===== src/rtl/ghash_tag_verify.sv =====
// Receive-side GCM tag checker: digit-serial GHASH over AAD/ciphertext/length
// blocks, then tag = GHASH ^ E_K(J0) compared against the received tag.
module ghash_tag_verify #(
  parameter int DATA_WIDTH = 128,
  parameter int DIGIT      = 8
) (
  input  logic                  clk,
  input  logic                  rst,
  input  logic                  start_i,
  input  logic [DATA_WIDTH-1:0] h_i,
  input  logic [DATA_WIDTH-1:0] ek_j0_i,
  input  logic                  blk_valid_i,
  output logic                  blk_ready_o,
  input  logic [DATA_WIDTH-1:0] blk_data_i,
  input  logic                  blk_last_i,
  input  logic [DATA_WIDTH-1:0] tag_i,
  output logic                  busy_o,
  output logic                  done_o,
  output logic [DATA_WIDTH-1:0] tag_o,
  output logic                  pass_o
);

  localparam int N  = DATA_WIDTH / DIGIT;
  localparam int CW = (N > 1) ? $clog2(N) : 1;
  localparam logic [CW-1:0] CNT_LAST = CW'(N - 1);
  localparam logic [DATA_WIDTH-1:0] R_POLY = {8'hE1, {(DATA_WIDTH-8){1'b0}}};

  typedef enum logic [1:0] {
    IDLE_S = 2'd0,
    WAIT_S = 2'd1,
    MULT_S = 2'd2
  } state_t;

  state_t                state_q, state_d;
  logic [DATA_WIDTH-1:0] h_q, h_d;
  logic [DATA_WIDTH-1:0] ek_q, ek_d;
  logic [DATA_WIDTH-1:0] x_q, x_d;
  logic [DATA_WIDTH-1:0] a_q, a_d;
  logic [DATA_WIDTH-1:0] z_q, z_d;
  logic [DATA_WIDTH-1:0] v_q, v_d;
  logic [DATA_WIDTH-1:0] rtag_q, rtag_d;
  logic [DATA_WIDTH-1:0] tag_q, tag_d;
  logic [CW-1:0]         cnt_q, cnt_d;
  logic                  last_q, last_d;
  logic                  pass_q, pass_d;
  logic                  done_q, done_d;
  logic                  ready_q, ready_d;
  logic                  busy_q, busy_d;

  logic [DATA_WIDTH-1:0] z_step_s;
  logic [DATA_WIDTH-1:0] v_step_s;
  logic [DATA_WIDTH-1:0] tag_calc_s;

  // One multiplier digit: DIGIT multiplicand bits (MSB first) unrolled.
  always_comb begin
    z_step_s = z_q;
    v_step_s = v_q;
    for (int i = 0; i < DIGIT; i++) begin
      if (a_q[DATA_WIDTH-1-i]) begin
        z_step_s = z_step_s ^ v_step_s;
      end else begin
        z_step_s = z_step_s;
      end
      if (v_step_s[0]) begin
        v_step_s = (v_step_s >> 1) ^ R_POLY;
      end else begin
        v_step_s = v_step_s >> 1;
      end
    end
  end

  assign tag_calc_s = z_step_s ^ ek_q;

  // Next-state and datapath control.
  always_comb begin
    state_d = state_q;
    h_d     = h_q;
    ek_d    = ek_q;
    x_d     = x_q;
    a_d     = a_q;
    z_d     = z_q;
    v_d     = v_q;
    rtag_d  = rtag_q;
    tag_d   = tag_q;
    cnt_d   = cnt_q;
    last_d  = last_q;
    pass_d  = pass_q;
    done_d  = 1'b0;
    case (state_q)
      IDLE_S: begin
        if (start_i) begin
          state_d = WAIT_S;
          h_d     = h_i;
          ek_d    = ek_j0_i;
          x_d     = '0;
          rtag_d  = '0;
          tag_d   = '0;
          pass_d  = 1'b0;
        end else begin
          state_d = IDLE_S;
        end
      end
      WAIT_S: begin
        if (blk_valid_i && ready_q) begin
          state_d = MULT_S;
          x_d     = x_q ^ blk_data_i;
          a_d     = x_q ^ blk_data_i;
          z_d     = '0;
          v_d     = h_q;
          cnt_d   = '0;
          last_d  = blk_last_i;
          if (blk_last_i) begin
            rtag_d = tag_i;
          end else begin
            rtag_d = rtag_q;
          end
        end else begin
          state_d = WAIT_S;
        end
      end
      MULT_S: begin
        z_d = z_step_s;
        v_d = v_step_s;
        a_d = a_q << DIGIT;
        if (cnt_q == CNT_LAST) begin
          x_d = z_step_s;
          if (last_q) begin
            state_d = IDLE_S;
            tag_d   = tag_calc_s;
            pass_d  = (tag_calc_s == rtag_q);
            done_d  = 1'b1;
          end else begin
            state_d = WAIT_S;
          end
        end else begin
          cnt_d = cnt_q + 1'b1;
        end
      end
      default: begin
        state_d = IDLE_S;
      end
    endcase
    // Handshake and status outputs are registered from the next state.
    ready_d = (state_d == WAIT_S);
    busy_d  = (state_d != IDLE_S);
  end

  // State and datapath registers.
  always_ff @(posedge clk or posedge rst) begin
    if (rst) begin
      state_q <= IDLE_S;
      h_q     <= '0;
      ek_q    <= '0;
      x_q     <= '0;
      a_q     <= '0;
      z_q     <= '0;
      v_q     <= '0;
      rtag_q  <= '0;
      tag_q   <= '0;
      cnt_q   <= '0;
      last_q  <= 1'b0;
      pass_q  <= 1'b0;
      done_q  <= 1'b0;
      ready_q <= 1'b0;
      busy_q  <= 1'b0;
    end else begin
      state_q <= state_d;
      h_q     <= h_d;
      ek_q    <= ek_d;
      x_q     <= x_d;
      a_q     <= a_d;
      z_q     <= z_d;
      v_q     <= v_d;
      rtag_q  <= rtag_d;
      tag_q   <= tag_d;
      cnt_q   <= cnt_d;
      last_q  <= last_d;
      pass_q  <= pass_d;
      done_q  <= done_d;
      ready_q <= ready_d;
      busy_q  <= busy_d;
    end
  end

  assign blk_ready_o = ready_q;
  assign busy_o      = busy_q;
  assign done_o      = done_q;
  assign tag_o       = tag_q;
  assign pass_o      = pass_q;

endmodule


===== config.mk =====
export PLATFORM = sky130hd
export DESIGN_NAME = ghash_tag_verify
export DESIGN_NICKNAME = d
export VERILOG_FILES = /design/src/rtl/ghash_tag_verify.sv
export SDC_FILE = /design/constraint.sdc
export NUM_CORES = 2
export LEC_CHECK = 0
export CORE_MARGIN = 1
export CORE_UTILIZATION = 40
export DETAILED_ROUTE_END_ITERATION = 8
export GPL_TIMING_DRIVEN = 0
export RECOVER_POWER = 100
export SYNTH_ARGS = -nofsm -noshare
export SYNTH_HDL_FRONTEND = slang
export SYNTH_SLANG_ARGS = --single-unit

===== constraint.sdc =====
create_clock -name clk -period 42.8 [get_ports clk]
set_input_delay 8.56 -clock clk [delete_from_list [all_inputs] [get_ports clk]]
set_output_delay 8.56 -clock clk [all_outputs]
set_load 0.02 [all_outputs]

* After elaboration in Yosys (flattened, before gate mapping)
Cells that the tools add are included.
** Word-level totals
- Register bits after elaboration :: 1035
- Bits of input ports :: 517
- Output and inout bits :: 132
** Cells by class
- Add/subtract/negate cells :: 1
- Equal/unequal tests :: 11
- Multiplexer cells :: 46
- Bitwise gates (word level) :: 18
- Reductions and logical operators :: 14
** Operators by type and width (count)
- 128-bit two-way mux :: 25
- 128-bit one-hot mux with 2 select lines :: 5
- 128-bit XOR :: 10
- 128-bit one-hot mux with 3 select lines :: 1
- 128-bit equality test :: 1
- 3-bit NOT with 4-bit output :: 8
- 2-bit != test, second input constant :: 6
- 4-bit AND reduction :: 3
- 1-bit two-way mux :: 8
- 4-bit two-way mux :: 2
- 4-bit one-hot mux with 2 select lines :: 1
- 2-bit nonzero test :: 4
- 2-bit one-hot mux with 3 select lines :: 1
- 2-bit AND reduction :: 3
- 4-bit by 1-bit adder with 4-bit output, second input constant :: 1
- 2-bit by 1-bit equality test with 1-bit output, second input constant :: 2
- 4-bit equality test, second input constant :: 1
- 2-bit two-way mux :: 2
- 3-bit AND reduction :: 1
- 3-bit nonzero test :: 1
- 2-bit equality test, second input constant :: 1
- 2-bit zero test :: 1
- 1-bit one-hot mux with 2 select lines :: 1
- 1-bit logical AND :: 1

* Logic depth before layout (Yosys ltp)
- Depth after elaboration :: 21
- Gate-level depth with buffers :: 15

* Worst setup path after synthesis
No wires, ideal clock.
- Kind :: input -> register
- Start point :: input blk_valid_i
- End point :: register x_q[0]
- Library setup time :: 66 ps
- Arrival :: 10344 ps
- Path slack :: 32390 ps
- Cell stages on the path :: 9
- Path buffers :: 3
- Cell sequence :: nand2_1 > nand2_1 > nand2_1 > a211oi_1 > and2_1 > clkbuf_1 > clkbuf_1 > clkbuf_1 > a22o_1
** On the way
- Longest elaborated chain between the ends :: 3
** RTL lines
- start: declaration :: line 12 : input logic blk_valid_i,
- 1-bit logical AND :: line 104 : if (blk_valid_i && ready_q) begin
- 2-bit != test (no line)
- 4-bit AND reduction (no line)
- end signal: assignment :: line 154 : x_q <= '0;
- end signal: assignment :: line 170 : x_q <= x_d;
- end: declaration :: line 37 : logic [DATA_WIDTH-1:0] x_q, x_d;
No other way between the ends.
A chain may end at the register's enable or synchronous reset.

==> parameters.txt <==
Parameter                              Value

Status
  Status    finished with violations
  Failing checks    capacitance limit, slew limit

Timing
  Slew margin rel.    -329%
  Worst Max-Slew Pin Slew    6.43 ns
  Post-route fraction of the period consumed by the critical path    57.8%
  Max Clk Rate    0.0404 GHz
  RSZ-0062 raised after global routing    false
  Hold violation count in the final report    0
  Final-report setup violation count    0
  Fin Clk Skew    0.0576 ns
  Max Transition Viols Final    954
  Final Critical Period    24.75 ns
  Tightest hold margin    0.475 ns
  Crit path setup slack, layout    18.05 ns

Detailed routing
  Post-route ant nets    0
  Detailed route wirelength on metal2    155000 um
  Met3 Routed Length    35100 um
  Routed met1 length    141000 um
  Via count    58700
  Drt total wl    359000 um
  DRC violation count after routing    0
  Count of TritonRoute iterations in the first routing pass    8
  Number of design-rule violations left by the first detailed-router iteration    7486
  Highest metal used    met5
  Post-DR vias/cell    5.93
  Wire length per cell    36.3 um

Critical path
  Maximum fanout along the worst path    110
  Setup crit start    rst
  Delay-heaviest family, CP    buffers and inverters
  Reg-to-reg slack, setup    35.40 ns
  Data arrival time of the critical path    24.29 ns
  Cell-by-cell listing of the critical path    dlygate4sd3_1, clkinvlp_2, clkbuf_1, clkbuf_1, clkbuf_1
  Maximum cell stage delay along the critical path    4.41 ns
  Count of cell instances traversed by the critical path    5
  Sort of element at the start of the critical path    input pin
  Source of the worst register-to-register timing path    a_q[124]
  Most Frequent Cell on Critical Path    clkbuf_1
  Worst Reg2Reg Path Length in Cells    14
  Endpoint type of the worst setup path    asynchronous set/reset pin
  Critical-path cell with the highest stage delay    clkbuf_1
  Worst Setup Path Type    input pin to asynchronous set/reset pin
  Critical Path RT    42.33 ns
  Capture point of the worst path    x_q[56]
  Buf+Inv Stages, Crit Path    5
  End of the worst register-to-register path    pass_o

Floorplanning
  Boundary Pins    649
  Die Outline Area    160000 sq um
  Initial core utilization    40.4%
  Die Span X    400 um
  Placeable Area    157000 sq um
  Count of standard-cell rows    145
  Vertical extent of the die    400 um

Hold path
  Class of the tightest hold or removal check    register to register
  Hold path start    tag_o[117]

Synth
  Async set or reset register ratio after synthesis    100%
  Mean instance size in the synthesized netlist    9.14 sq um
  Sequential share of the synthesized area    40.9%
  Number of warnings printed during yosys synthesis    0
  Synth Instances    6927
  Number of enable-type register cells in the synthesized netlist    0
  Main area contributors after synthesis    dfrtp_1 41%, xnor2_1 12%, nand2_1 12%
  Yosys top cell area share    40.9%
  Unique masters post-synth    80
  Top FF cell, synth    dfrtp_1
  Library cell occupying the most area in the post-synthesis netlist    dfrtp_1
  Number of synthesized register bits    1035
  Cell area after synthesis    63300 sq um
  Mapped Nets    7449

Clock tree
  Hold-fix buffers at CTS    0
  Worst-Skew Late Latency    0.79 ns
  Clock Tree Buf Depth    3
  CTS tree    done
  Setup repair bufs after CTS    0
  Reg clk slew, reported paths    0.06 ns
  Number of gates resized after cts    0
  H-Tree Depth    3
  TritonCTS buffer count    119
  # clock sinks    1035
  Clk Tree Root Cell    clkbuf_16

Run
  Max cap viols    25

Place
  Worst setup slack after placement    29.39 ns
  Post-Place Cell Area    72800 sq um
  Last weighted congestion value of the routability-driven placer    1.05
  Port Buffers    648
  Detailed placement HPWL    276000 um

Global route
  Maximum number of pins on one net before global-route repair    124
  Wire length of the first global-routing pass    475000 um
  Overall routing resource usage    44.1%
  Initial antenna violation count    51
  Via count of the first global-routing pass    55700
  Remaining global-route overflow    0

Cells and area
  Most common library cell in the layout ignoring fill and taps    nand2_1
  Count of nets after finishing    8236
  Number of filler instances in the final layout    15000
  Area delta synth->final    21.7%
  Share of post-route cells with drive strength above 1    8.40%
  Most frequent cells in the layout    1947 x nand2_1, 1035 x dfrtp_1, 867 x xnor2_1, 727 x o21ai_0, 513 x clkdlybuf4s50_1
  Non-Filler Cell Area, Final    77000 sq um
cell families after synthesis:
logic type      Yosys count  share of synthesized area (%)
simple gates           2402                           15.2
xor+xnor               1348                           22.0
compound gates         1165                           11.0
flops                  1035                           40.9
buf+inv                 575                           4.03
mux                     397                           6.79
fa+ha+maj                 5                         0.0988
worst register-to-register path: cells and delay by family (launching register included):
kind	cells	cell delay (ns)
AO/OA/AOI/OAI	3	1.64
AND/OR/NAND/NOR	3	0.77
XOR/XNOR	3	1.69
flip-flops	1	0.73
buffers and inverters	5	2.48
per-layer routing:
metal  up-vias  global-route usage, %
li1      24500                      -
met1     29700                   57.3
met2      3632                   65.5
met3       879                   10.3
met4        14                   29.0
met5         -                      0
state kept, by name, indices dropped and copies added (netlist names), 2 cells and up:
register / count
ek_q: 128
x_q: 128
state_q: 2
tag_o: 128
a_q: 128
cnt_q: 4
z_q: 128
h_q: 128
v_q: 128
rtag_q: 128
synth_stat cells (4+ instances only):
cell type	count
a2111oi_0	12
a211oi_1	4
a21oi_1	132
a22o_1	194
a22oi_1	11
a311oi_1	4
a31oi_1	4
a32oi_1	8
and2_1	8
and4_1	5
buf_1	56
buf_2	67
buf_4	48
buf_6	17
clkbuf_1	345
dfrtp_1	1035
ha_1	5
inv_1	41
mux2_2	260
mux2i_1	137
nand2_1	1947
nand2b_1	19
nand3_1	145
nand3b_1	4
nand4_1	22
nor2_1	165
nor2b_1	15
nor3_1	24
nor3b_1	13
nor4_1	9
o2111a_1	5
o21ai_0	727
o221ai_1	4
o22ai_1	23
o32ai_1	8
or4_1	5
xnor2_1	874
xnor2_2	8
xnor3_1	117
xor2_1	319
xor3_1	24
how the worst min path moves through the flow:
| stage | cells past startpoint | slack [ns] | to |
|---|---|---|---|
| 2_1_floorplan | 2 | 0.44 | rtag_q[118] |
| 4_1_cts | 2 | 0.49 | a_q[118] |
| 3_3_place_gp | 2 | 0.46 | a_q[71] |
| 3_5_place_dp | 2 | 0.47 | tag_o[112] |
| 6_report | 2 | 0.48 | tag_o[117] |
| 5_1_grt | 2 | 0.49 | tag_o[117] |
through the flow:
step / TNS [ns] / util (%) / std cells
3_5_place_dp: 0 / 46.5 / 9651
5_1_grt: 0 / 49.2 / 9878
2_1_floorplan: 0 / - / 6927
6_report: 0 / 49.2 / 9898
4_1_cts: 0 / 49.3 / 9875
3_3_place_gp: -9496.34 / 46.2 / 9633
area by class of cell:
type | count | area, sq um | area share (%)
multi-input cells | 5317 | 34900 | 45.3
flip-flops and latches | 1035 | 25900 | 33.6
repair buffers | 666 | 6690 | 8.68
clock buffers | 167 | 3510 | 4.56
well taps | 2058 | 2570 | 3.34
plain buffers | 533 | 2400 | 3.12
clock inverters | 57 | 823 | 1.07
inverters | 42 | 159 | 0.206
diodes | 23 | 57.6 | 0.0747
Power is left out: the tool's default activity adds up to more than one toggle a clock period on the data nets, which glitch-free logic cannot reach.
